$ cat config.mk
export PLATFORM = sky130hd
export DESIGN_NAME = inst_fetch_resp
export DESIGN_NICKNAME = d
export VERILOG_FILES = /design/src/rtl/inst_fetch_resp_pkg.sv /design/src/rtl/fetch_timeout_ctr.sv /design/src/rtl/inst_fetch_resp.sv
export SDC_FILE = /design/constraint.sdc
export NUM_CORES = 1
export LEC_CHECK = 0
export CAP_MARGIN = 5
export CORE_ASPECT_RATIO = 2
export CORE_MARGIN = 2
export CORE_UTILIZATION = 55
export DETAILED_ROUTE_END_ITERATION = 10
export DONT_BUFFER_PORTS = 1
export HOLD_SLACK_MARGIN = 0.06
export PLACE_DENSITY = 0.78
export SETUP_SLACK_MARGIN = 0.05
export SLEW_MARGIN = 25
export SYNTH_ARGS = -nofsm -noshare
export SYNTH_HDL_FRONTEND = slang
export SYNTH_SLANG_ARGS = --single-unit
$ cat constraint.sdc
create_clock -name clk -period 1.55 [get_ports clk]
set_input_delay 0.31 -clock clk [delete_from_list [all_inputs] [get_ports clk]]
set_output_delay 0.31 -clock clk [all_outputs]
set_load 0.02 [all_outputs]
$ cat src/rtl/inst_fetch_resp_pkg.sv
// Shared definitions for the instruction-fetch responder and its helpers:
// bus widths, reset/bubble polarities, the NOP encoding and FSM states.
package inst_fetch_resp_pkg;

  localparam int INST_ADDR_W = 32;
  localparam int INST_W      = 32;

  typedef logic [INST_ADDR_W-1:0] inst_addr_t;
  typedef logic [INST_W-1:0]      inst_t;

  localparam logic  RST_ENABLE   = 1'b0;
  localparam logic  BBL_ENABLE   = 1'b1;
  localparam logic  BBL_DISABLE  = 1'b0;
  localparam inst_t NOP_ENCODING = 32'h0000_0000;

  typedef enum logic [1:0] {
    S_IDLE = 2'd0,
    S_WAIT = 2'd1,
    S_RESP = 2'd2
  } fetch_state_t;

  // Instruction words are 4-byte aligned; only the two low address bits matter.
  function automatic logic is_aligned(input logic [1:0] addr_lsb);
    return (addr_lsb == 2'b00);
  endfunction

endpackage

$ cat src/rtl/fetch_timeout_ctr.sv
// Saturating wait-cycle counter for memory handshakes. load clears it,
// en advances it, expire flags the last permitted wait cycle. Shared with
// the data-memory side, so it knows nothing about instruction fetch.
module fetch_timeout_ctr
  import inst_fetch_resp_pkg::*;
#(
  parameter int TIMEOUT_CYC = 16
) (
  input  logic clk,
  input  logic rst,
  input  logic load,
  input  logic en,
  output logic expire
);

  localparam int CNT_W = (TIMEOUT_CYC > 1) ? $clog2(TIMEOUT_CYC) : 1;
  localparam logic [CNT_W-1:0] TERM_CNT = CNT_W'(TIMEOUT_CYC - 1);

  logic [CNT_W-1:0] cnt;

  // Count wait cycles, holding at the terminal count instead of wrapping.
  always_ff @(posedge clk) begin
    if (rst == RST_ENABLE) begin
      cnt <= '0;
    end else if (load) begin
      cnt <= '0;
    end else if (en && (cnt != TERM_CNT)) begin
      cnt <= cnt + CNT_W'(1);
    end
  end

  assign expire = (cnt == TERM_CNT);

endmodule

$ cat src/rtl/inst_fetch_resp.sv
// Responder side of the PC/instruction-fetch interface. Takes pc_i/ce_i,
// runs a req/ack transaction against a multi-cycle instruction memory,
// returns the word to IF/ID and holds the PC (bbl_o) until it is delivered.
// Optional build macro INST_FETCH_LAST_HIT_EN adds a one-entry last-fetch
// register that serves a repeated address without touching memory.
//
// state  | meaning
// S_IDLE | no fetch in flight; next edge with ce_i=1 starts one
// S_WAIT | request outstanding, waiting for mem_ack_i or timeout
// S_RESP | inst_o/inst_valid_o presented for one cycle; PC advances
module inst_fetch_resp
  import inst_fetch_resp_pkg::*;
#(
  parameter int    TIMEOUT_CYC = 16,
  parameter inst_t NOP_INST    = NOP_ENCODING
) (
  input  logic        clk,
  input  logic        rst,
  input  logic [31:0] pc_i,
  input  logic        ce_i,
  input  logic        branch_flag_i,
  output logic        bbl_o,
  output logic [31:0] inst_o,
  output logic        inst_valid_o,
  output logic        fetch_err_o,
  output logic        mem_req_o,
  output logic [31:0] mem_addr_o,
  input  logic        mem_ack_i,
  input  logic [31:0] mem_rdata_i
);

  fetch_state_t state;
  logic         discard_q;
  logic         tmo_load;
  logic         tmo_en;
  logic         tmo_expire;
  logic         ack_good;
  logic         last_hit;
  inst_t        hit_inst;

  // Data is only worth delivering if nothing invalidated the fetch while it
  // was in flight, including a flush or disable arriving with the ack itself.
  assign ack_good = ~discard_q & ~branch_flag_i & ce_i;

  assign tmo_load = (state == S_IDLE);
  assign tmo_en   = (state == S_WAIT) & ~mem_ack_i;

  fetch_timeout_ctr #(
    .TIMEOUT_CYC (TIMEOUT_CYC)
  ) u_tmo (
    .clk    (clk),
    .rst    (rst),
    .load   (tmo_load),
    .en     (tmo_en),
    .expire (tmo_expire)
  );

`ifdef INST_FETCH_LAST_HIT_EN
  logic       last_valid;
  inst_addr_t last_addr;
  inst_t      last_inst;

  assign last_hit = last_valid & (last_addr == pc_i);
  assign hit_inst = last_inst;

  // Remember the most recent good fetch; any disturbance to the fetch
  // stream invalidates it.
  always_ff @(posedge clk) begin
    if (rst == RST_ENABLE) begin
      last_valid <= 1'b0;
      last_addr  <= '0;
      last_inst  <= NOP_INST;
    end else if (~ce_i | branch_flag_i | fetch_err_o) begin
      last_valid <= 1'b0;
    end else if ((state == S_WAIT) && mem_ack_i && ack_good) begin
      last_valid <= 1'b1;
      last_addr  <= mem_addr_o;
      last_inst  <= mem_rdata_i;
    end
  end
`else
  assign last_hit = 1'b0;
  assign hit_inst = NOP_INST;
`endif

  // The PC may only advance on the edge that ends the response cycle.
  assign bbl_o = (ce_i && (state != S_RESP)) ? BBL_ENABLE : BBL_DISABLE;

  // Fetch sequencer with registered memory and response outputs.
  always_ff @(posedge clk) begin
    if (rst == RST_ENABLE) begin
      state        <= S_IDLE;
      mem_req_o    <= 1'b0;
      mem_addr_o   <= '0;
      inst_o       <= NOP_INST;
      inst_valid_o <= 1'b0;
      fetch_err_o  <= 1'b0;
      discard_q    <= 1'b0;
    end else begin
      case (state)
        S_IDLE: begin
          if (ce_i) begin
            if (!is_aligned(pc_i[1:0])) begin
              // Misaligned addresses never reach memory.
              fetch_err_o  <= 1'b1;
              inst_o       <= NOP_INST;
              inst_valid_o <= 1'b1;
              state        <= S_RESP;
            end else if (last_hit) begin
              inst_o       <= hit_inst;
              inst_valid_o <= 1'b1;
              state        <= S_RESP;
            end else begin
              mem_addr_o <= pc_i;
              mem_req_o  <= 1'b1;
              discard_q  <= 1'b0;
              state      <= S_WAIT;
            end
          end
        end
        S_WAIT: begin
          if (mem_ack_i) begin
            mem_req_o <= 1'b0;
            discard_q <= 1'b0;
            if (ack_good) begin
              inst_o       <= mem_rdata_i;
              inst_valid_o <= 1'b1;
              state        <= S_RESP;
            end else begin
              // Stale data is dropped; IDLE refetches at the current pc_i.
              state <= S_IDLE;
            end
          end else if (tmo_expire) begin
            mem_req_o    <= 1'b0;
            fetch_err_o  <= 1'b1;
            inst_o       <= NOP_INST;
            inst_valid_o <= 1'b1;
            discard_q    <= 1'b0;
            state        <= S_RESP;
          end else if (branch_flag_i || !ce_i) begin
            // The request stays up until acked; only its result is marked stale.
            discard_q <= 1'b1;
          end
        end
        S_RESP: begin
          inst_valid_o <= 1'b0;
          fetch_err_o  <= 1'b0;
          state        <= S_IDLE;
        end
        default: begin
          state <= S_IDLE;
        end
      endcase
    end
  end

endmodule

==> impl_metrics.ini, run 1 <==
[global_route]
first_global_vias = 2225
track_usage = 0.2065
overflow = 0
grt_max_degree = 40
grt_pass1_wl_um = 9570
antenna_found_initial = 0

[sta]
finalSetupViolations = 0
relSlewSlack = 0.6898
fmax_mhz = 692.6
finalSetupTns_ns = 0
skew_ns = 0.006490
setup_slack_ns = 0.1061
worst_pin_slew_ns = 0.4605
finalMaxSlewViolations = 0
rsz0062_at_grt = yes
finalHoldViolations = 0
period_needed_ns = 1.444
period_share = 0.9315
hold_slack_ns = 0.09479

[synthesis]
synth_edf_count = 0
synth.most_common_cell = nand2_1
yosysSeqAreaShare = 0.5062
synth_ff_type = dfxtp_1
ys_top_cells_by_count = 128 x nand2_1, 74 x dfxtp_1, 37 x a21oi_1
synth_top_area_cell = dfxtp_1
synth_seq_cells = 74
synth-async-reset-ratio = 0
synth_area_mm2 = 0.002927
synth_area_per_cell_um2 = 8.815
yosys_warnings = 0
syn-instance-count = 332
synthTopCellsByArea = dfxtp_1 51%, nand2_1 16%, mux2i_1 11%, a21oi_1 6.3%, buf_12 2.1%
synth_fp_nets = 402
synth_top_area_frac = 0.5062
synth_cell_type_count = 30

[worst_hold_path]
whs_endpoint = mem_addr_o[23]
min_path_cells = 2
hold_start = pc_i[23]
hp-class = in2reg

[die]
dieArea_mm2 = 0.005956
die_x_um = 55.58
start_util = 0.5695
fp.coreArea_mm2 = 0.005139
die_height_um = 107.2
rows = 37
io_pins = 137

[critical_path]
required_ns = 1.81
r2r-end = inst_o[14]
critPathBufInv = 1
critPathKind = reg2reg
crit_arrival_ns = 1.71
r2r-start = state[1]
critPathCaptureType = flip-flop
cpPeakStageDelay_ns = 0.39
crit_family = simple AND/OR/NAND/NOR gates
slowest_stage = dfxtp_2
worstPathCellList = nor3b_4 -> nand2_4 -> nand3_4 -> buf_12 -> mux2i_1
ff2ff_path_depth = 5
reg2reg_slack_ns = 0.11
crit_fanout = 24
start_kind = flip-flop

[drt]
dr.first_iter.drc_count = 89
vias_per_cell = 5.544
ant_nets = 0
route.vias.total = 2201
wirelength_um = 5974
first_pass_iters = 4
drc = 0
wire_per_inst_um = 15.05

[job]
drv_cap = 0

[power_and_ir_drop]
p_leak_nw = 1.276
power_mw = 4.066
powerDensity_mw_per_mm2 = 1254
worst_ir_drop_vdd_mv = 1.148

[clock_network]
cts_tree = done
htree_num_levels = 3
clock-root-buffer = clkbuf_8
cts_buffers = 9
clkTransAtPathRegs_ns = 0.07
numClockSinks = 74
clk_latency_ns = 0.34
clock_path_buffers = 2

[cells_and_area]
syn_to_final_growth_pct = 10.77
final_core_util = 0.6309
regArea_mm2 = 0.001486
final_cells = 397
multi_input_area_mm2 = 0.001272
fin_nets = 404
drive_gt1_frac = 0.1180
fin_area_mm2 = 0.003242
num_antenna_cells = 0
num-fill-cells = 424

[placed_design]
hpwl_um = 4227
gp_congestion = 0.8050
numPortBuffers = 0
dp_slack_ns = 0.04942
place_area_mm2 = 0.002950
place_inst = 377

[status]
outcome = finished, final reports clean
==> how the worst max path moves through the flow <==
stage | startpoint | to | cells past startpoint
2_1_floorplan | u_tmo.cnt[0] | inst_o[10] | 6
3_3_place_gp | state[1] | inst_o[0] | 5
3_5_place_dp | state[1] | inst_o[0] | 5
4_1_cts | state[0] | bbl_o | 3
5_1_grt | state[1] | inst_o[14] | 5
6_report | state[1] | inst_o[14] | 5
==> area by class of cell <==
type                       instances  share of cell area
inverter                           5            0.005789
sequential                        74              0.4585
clock buffer                      11             0.04670
tap                               58             0.02239
multi-input combinational        232              0.3925
clock inverter                     5             0.03088
timing repair buffer              12             0.04323
==> sequential cells by signal, indices dropped and copies added, names as in the netlist <==
register / flops
mem_req_o: 1
inst_valid_o: 1
fetch_err_o: 1
mem_addr_o: 32
discard_q: 1
u_tmo.cnt: 4
state: 2
inst_o: 32
==> cell usage in the layout, fill, tap and decap left out, drive strengths merged, types with 2 or more instances in the layout <==
| cell type | count |
|---|---|
| nand3 | 5 |
| o21ai | 3 |
| mux2i | 32 |
| and2 | 2 |
| clkbuf | 11 |
| inv | 5 |
| clkinv | 2 |
| nand2 | 129 |
| nor2 | 7 |
| and3 | 4 |
| buf | 12 |
| bufinv | 3 |
| a21oi | 38 |
| nor3b | 2 |
| xor2 | 3 |
| dfxtp | 74 |
==> worst reg2reg max path, delay by kind of cell (launching register included) <==
family        cells  cell delay, ns
simple gates      3            0.55
buf+inv           1            0.21
mux               1            0.22
flops             1            0.39
==> report_power, final <==
| part | internal [mW] | total [mW] | switching [mW] |
|---|---|---|---|
| Clock | 1.15 | 1.82 | 0.665 |
| Combinational | 0.104 | 0.231 | 0.127 |
| Sequential | 1.94 | 2.02 | 0.0781 |
| Total | 3.20 | 4.07 | 0.870 |
==> what timing repair did <==
item / in CTS / in global routing
setup endpoints to repair: 5 / 29
hold buffers: 0 / 0
setup buffers: 0 / 4
pin swaps: 0 / 2
gates resized for setup: 2 / 2
==> layer usage <==
| metal | part of all wire | GRT usage |
|---|---|---|
| met5 | 0 | 0 |
| met3 | 0.099 | 0.07238 |
| met4 | 0.022 | 0.1254 |
| met2 | 0.54 | 0.3741 |
| met1 | 0.34 | 0.1929 |
==> cell families (layout without fill, tap and decap cells) <==
kind of cell	after synthesis	count (layout)	share of synthesized area
fa+ha+maj	1	1	0.004275
flops	74	74	0.5062
simple gates	150	150	0.2180
mux	32	32	0.1094
compound gates	46	46	0.09235
xor+xnor	3	3	0.008980
buf+inv	26	33	0.06071
No activity file was read; power rests on OpenSTA's default activity.
==> inputs of run 2 (changes only) <==
--- a/config.mk
+++ b/config.mk
@@ -5,6 +5,7 @@
 export SDC_FILE = /design/constraint.sdc
 export NUM_CORES = 1
 export LEC_CHECK = 0
+export ABC_AREA = 1
 export CAP_MARGIN = 5
 export CORE_ASPECT_RATIO = 2
 export CORE_MARGIN = 2
@@ -14,6 +15,7 @@
 export HOLD_SLACK_MARGIN = 0.06
 export PLACE_DENSITY = 0.78
 export SETUP_SLACK_MARGIN = 0.05
+export SKIP_LAST_GASP = 1
 export SLEW_MARGIN = 25
 export SYNTH_ARGS = -nofsm -noshare
 export SYNTH_HDL_FRONTEND = slang
==> constraint.sdc (replaced) <==
create_clock -name clk -period 1.6 [get_ports clk]
set_input_delay 0.32 -clock clk [delete_from_list [all_inputs] [get_ports clk]]
set_output_delay 0.32 -clock clk [all_outputs]
set_load 0.02 [all_outputs]
==> run 2 against run 1 <==
Area after synthesis grew 6.7%. Utilization is 1.2 points lower. Sequential cell count unchanged. Sequential share of layout area shrank 2.0 points. Routed wire length is 19% higher. Count of clock-buffer cells in the layout decreased by 2. Sequential power is 7% higher. Synthesized cell count grew 36%. Clock skew grew 0.00072 ns. Cell count grew 28%. Worst hold slack got worse by 0.0027 ns. Power is 2.1% lower. Critical path type is now reg2out. Largest power group unchanged.
==> impl_metrics.ini, run 2 <==
[clock_network]
cts_tree = done
clock_path_buffers = 2
clock-root-buffer = clkbuf_8
clkTransAtPathRegs_ns = 0.08
numClockSinks = 74
htree_num_levels = 3
cts_buffers = 9
cts.hold.buffers_added = 0
clk_latency_ns = 0.34

[drt]
vias_per_cell = 5.512
first_pass_iters = 4
ant_nets = 0
drc = 0
wire_per_inst_um = 13.98
route.vias.total = 2800
dr.first_iter.drc_count = 158
wirelength_um = 7100

[synthesis]
synth_ff_type = dfxtp_1
synth_seq_cells = 74
ys_top_cells_by_count = 125 x nand2_1, 87 x nor2_1, 74 x dfxtp_1
synth_area_mm2 = 0.003123
synth_area_per_cell_um2 = 6.925
synth_edf_count = 0
synth_top_area_frac = 0.4744
yosysSeqAreaShare = 0.4744
synth_top_area_cell = dfxtp_1
synthTopCellsByArea = dfxtp_1 47%, nand2_1 15%, nor2_1 10%, nand3_1 6.1%, a21oi_1 5.8%
synth-async-reset-ratio = 0
synth.most_common_cell = nand2_1
synth_cell_type_count = 21
yosys_warnings = 0
synth_fp_nets = 521
syn-instance-count = 451

[cells_and_area]
multi_input_area_mm2 = 0.001413
final_core_util = 0.6185
final_cells = 508
fin_nets = 513
num_antenna_cells = 0
num-fill-cells = 502
regArea_mm2 = 0.001484
drive_gt1_frac = 0.09375
final_cell_mix = 125 x nand2_1, 86 x nor2_1, 72 x dfxtp_1, 38 x nand3_1, 36 x a21oi_1
largest_registers = inst_o (32), mem_addr_o (32), u_tmo.cnt (4)
syn_to_final_growth_pct = 8.293
final_common_cell = nand2_1

[critical_path]
slowest_stage = dfxtp_1
crit_fanout = 4
critPathBufInv = 1
critPathCaptureType = output port
start_kind = flip-flop
cpPeakStageDelay_ns = 0.43
crit_arrival_ns = 1.15
required_ns = 1.28
crit_family = flip-flops
critPathKind = reg2out
worstPathCellList = inv_2 -> nor2_1 -> nor2_2

[global_route]
antenna_found_initial = 0
track_usage = 0.2230
first_global_vias = 2579
grt_pass1_wl_um = 11270
grt_max_degree = 38
overflow = 0

[power_and_ir_drop]
clock_power_share = 0.352
combPwrFrac = 0.105
powerDensity_mw_per_mm2 = 1177
p_leak_nw = 1.394
p_sw_frac = 0.2881
net-switching-power_mw = 1.147
worst_ir_drop_vdd_mv = 0.8822
internal_power_mw = 2.834
p_seq_frac = 0.543

[sta]
fmax_mhz = 680.2
rsz0062_at_grt = yes
skew_ns = 0.007210
finalSetupViolations = 0
relSlewSlack = 0.7819
period_share = 0.9189
finalMaxSlewViolations = 0
period_needed_ns = 1.470
worst_pin_slew_ns = 0.3272
setup_slack_ns = 0.1298
finalSetupTns_ns = 0
finalHoldViolations = 0

[die]
rows = 38
die_height_um = 110.6
io_pins = 137
start_util = 0.5712
die_x_um = 57.29
dieArea_mm2 = 0.006334
fp.coreArea_mm2 = 0.005468

[placed_design]
dp_slack_ns = 0.1083
hpwl_um = 5081
numPortBuffers = 0
gp_congestion = 0.7931
place_inst = 491

[job]
drv_cap = 0

[status]
outcome = finished, final reports clean

[worst_hold_path]
hp-class = in2reg
## run 2: worst paths after layout
| kind | end | start | cells past startpoint | slack [ns] |
|---|---|---|---|---|
| setup / recovery | bbl_o | state[1] | 3 | 0.13 |
| hold / removal | inst_o[3] | rst | 2 | 0.09 |
| setup reg to reg | u_tmo.cnt[0] | state[0] | 6 | 0.13 |
| hold reg to reg | u_tmo.cnt[1] | u_tmo.cnt[1] | 2 | 0.49 |
## run 2: timing repair
action,CTS,global route
buffers inserted,0,1
setup endpoints to repair,1,36
pin swaps,0,0
resized for setup,1,4
## run 2: cell type report
| type | count | share of cell area |
|---|---|---|
| sequential | 74 | 0.4388 |
| multi-input combinational | 321 | 0.4177 |
| timing repair buffer | 13 | 0.03737 |
| clock buffer | 9 | 0.03663 |
| inverter | 24 | 0.02664 |
| tap | 60 | 0.02220 |
| clock inverter | 7 | 0.02072 |
## run 2: through the flow
stage	total power [mW]	hold slack (ns)	cell area, um^2
floorplan	2.545	0.4627	3123
global placement	2.608	0.4480	3169
CTS	4.024	0.06929	3366
global route	4.156	0.07925	3382
detailed placement	2.624	0.4483	3169
finish	3.980	0.09206	3382
## run 2: per-layer routing
| metal | routed length [um] | global-route usage | up-vias |
|---|---|---|---|
| met5 | 0 | 0 | - |
| met2 | 3790 | 0.4107 | 112 |
| met1 | 2546 | 0.2099 | 1256 |
| met3 | 601 | 0.07377 | 14 |
| met4 | 161 | 0.1070 | 0 |
| li1 | - | - | 1418 |
## run 2: kinds of logic after synthesis
family / Yosys count / share of synthesized area
flops: 74 / 0.4744
fa+ha+maj: 1 / 0.004006
buf+inv: 56 / 0.07492
simple gates: 278 / 0.3778
compound gates: 42 / 0.06891
## run 2: power by group through the flow
stage	logic (mW)	clock network [mW]	registers, mW
5_1_grt	0.482	1.50	2.17
2_1_floorplan	0.362	0	2.18
3_5_place_dp	0.416	0	2.21
3_3_place_gp	0.402	0	2.21
4_1_cts	0.418	1.44	2.16
6_report	0.417	1.40	2.16
==> inputs of run 3 (changes only) <==
--- a/config.mk
+++ b/config.mk
@@ -6,14 +6,14 @@
 export NUM_CORES = 1
 export LEC_CHECK = 0
 export ABC_AREA = 1
-export CAP_MARGIN = 5
+export CAP_MARGIN = 10
 export CORE_ASPECT_RATIO = 2
 export CORE_MARGIN = 2
-export CORE_UTILIZATION = 55
+export CORE_UTILIZATION = 60
 export DETAILED_ROUTE_END_ITERATION = 10
 export DONT_BUFFER_PORTS = 1
 export HOLD_SLACK_MARGIN = 0.06
-export PLACE_DENSITY = 0.78
+export PLACE_DENSITY = 0.84
 export SETUP_SLACK_MARGIN = 0.05
 export SKIP_LAST_GASP = 1
 export SLEW_MARGIN = 25
==> run 3 against run 2 <==
Sequential power about the same. Count of clock-buffer cells in the layout increased by 3. Utilization increased by 4.4 points. Via count increased by 0.29%. Critical endpoint is now u_tmo.cnt[0]. Largest power group unchanged. Highest routed layer unchanged.
==> impl_metrics.ini, run 3 (synthesized netlist as in run 2, its figures left out) <==
[critical_path]
worstPathCellList = ha_2 -> nand3_1 -> nand3_2 -> buf_4 -> or2_2 -> a21oi_1
critPathKind = reg2reg
cp.depth = 6
crit_family = simple AND/OR/NAND/NOR gates
crit_arrival_ns = 1.75
slowest_stage = dfxtp_2
start_kind = flip-flop
r2r-end = u_tmo.cnt[0]
required_ns = 1.87
reg2reg_slack_ns = 0.12
cpPeakStageDelay_ns = 0.34
critPathBufInv = 1
crit_fanout = 14
ff2ff_path_depth = 6
r2r-start = u_tmo.cnt[0]
critPathCaptureType = flip-flop

[die]
dieArea_mm2 = 0.005833
die_x_um = 55.02
fp.coreArea_mm2 = 0.005092
io_pins = 137
rows = 37
die_height_um = 106.0
start_util = 0.6133

[sta]
relSlewSlack = 0.7822
finalSetupViolations = 0
rsz0062_at_grt = no
finalSetupTns_ns = 0
finalMaxSlewViolations = 0
worst_pin_slew_ns = 0.3267
fmax_mhz = 675.7
finalHoldViolations = 0
period_needed_ns = 1.480
skew_ns = 0.007373
period_share = 0.9250

[clock_network]
clk_latency_ns = 0.34
cts_buffers = 9
clock-root-buffer = clkbuf_8
clock_path_buffers = 2
numClockSinks = 74
cts_tree = done
htree_num_levels = 3
clkTransAtPathRegs_ns = 0.07

[drt]
route.vias.total = 2808
vias_per_cell = 5.571
wire_per_inst_um = 13.89
wirelength_um = 7003
dr.first_iter.drc_count = 56
drc = 0
ant_nets = 0
first_pass_iters = 4

[global_route]
track_usage = 0.2508
antenna_found_initial = 0
first_global_vias = 2577
overflow = 0
grt_pass1_wl_um = 10920
grt_max_degree = 38

[worst_hold_path]
hp-class = in2reg
hold_start = rst
min_path_cells = 2
whs_endpoint = inst_o[3]

[placed_design]
place_inst = 488
gp_congestion = 0.7600
numPortBuffers = 0
hpwl_um = 4986

[cells_and_area]
syn_to_final_growth_pct = 8.053
drive_gt1_frac = 0.08969
num_antenna_cells = 0
largest_registers = inst_o (32), mem_addr_o (32), u_tmo.cnt (4)
final_cells = 504
final_cell_mix = 124 x nand2_1, 86 x nor2_1, 71 x dfxtp_1, 38 x nand3_1, 36 x a21oi_1
final_common_cell = nand2_1
fin_nets = 512

[power_and_ir_drop]
p_leak_nw = 1.389
worst_ir_drop_vdd_mv = 0.9581
powerDensity_mw_per_mm2 = 1173

[job]
drv_cap = 0

[status]
outcome = finished, final reports clean
==> run 3: cell types whose count changed in the layout (fill, tap and decap cells not counted), sizes merged <==
| cell | delta |
|---|---|
| clkinvlp | -1 |
| clkinv | -3 |
| clkbuf | +3 |
| buf | -1 |
==> run 3: worst register-to-register path: stages, from the launching register on <==
cell and delay [ns]:
dfxtp_2 0.34, ha_2 0.20, nand3_1 0.12, nand3_2 0.13
buf_4 0.21, or2_2 0.28, a21oi_1 0.13
==> run 3: metrics by stage <==
stage	utilization	power (mW)	setup WS (ns)	hold WS, ns	area [um^2]
after CTS	0.6568	4.002	0.05222	0.06951	3344
after global routing	0.6627	4.152	0.05675	0.08464	3374
final	0.6627	3.959	0.1201	0.09260	3374
after detailed placement	0.6204	2.621	0.08887	0.4483	3159
after global placement	0.6204	2.605	0.1649	0.4456	3159
after floorplan	-	2.545	0.2576	0.4627	3123
==> run 3: how the worst max path moves through the flow <==
stage	startpoint	to
3_3_place_gp	u_tmo.cnt[0]	u_tmo.cnt[0]
5_1_grt	u_tmo.cnt[0]	u_tmo.cnt[0]
4_1_cts	state[0]	bbl_o
2_1_floorplan	u_tmo.cnt[0]	mem_req_o
3_5_place_dp	u_tmo.cnt[0]	u_tmo.cnt[0]
6_report	u_tmo.cnt[0]	u_tmo.cnt[0]
==> run 3: what timing repair did <==
| item | CTS | global route |
|---|---|---|
| setup endpoints to repair | 0 | 41 |
| setup buffers | 0 | 1 |
| hold buffers | 0 | 0 |
| gates resized for setup | 0 | 9 |
==> run 3: cell type report <==
cell class / instances / area, um^2
Fill cell: 464 / 1718
Sequential cell: 74 / 1485
Multi-Input combinational cell: 321 / 1415
Clock buffer: 12 / 145.1
Timing Repair Buffer: 12 / 126.4
Inverter: 24 / 90.09
Tap cell: 58 / 72.57
Clock inverter: 3 / 40.04
==> run 3: per-layer routing <==
layer  part of all wire  track usage  up-vias
met5                  0            0        -
met1               0.36       0.2543     1261
met3              0.086      0.08848       14
li1                   -            -     1416
met2               0.53       0.4354      117
met4              0.022       0.1063        0
==> run 3: power breakdown <==
part	total (mW)	switching [mW]	leakage, nW	internal, mW
Combinational	0.418	0.254	0.687	0.164
Clock	1.38	0.628	0.0962	0.751
Sequential	2.16	0.207	0.606	1.96
Total	3.96	1.09	1.39	2.87
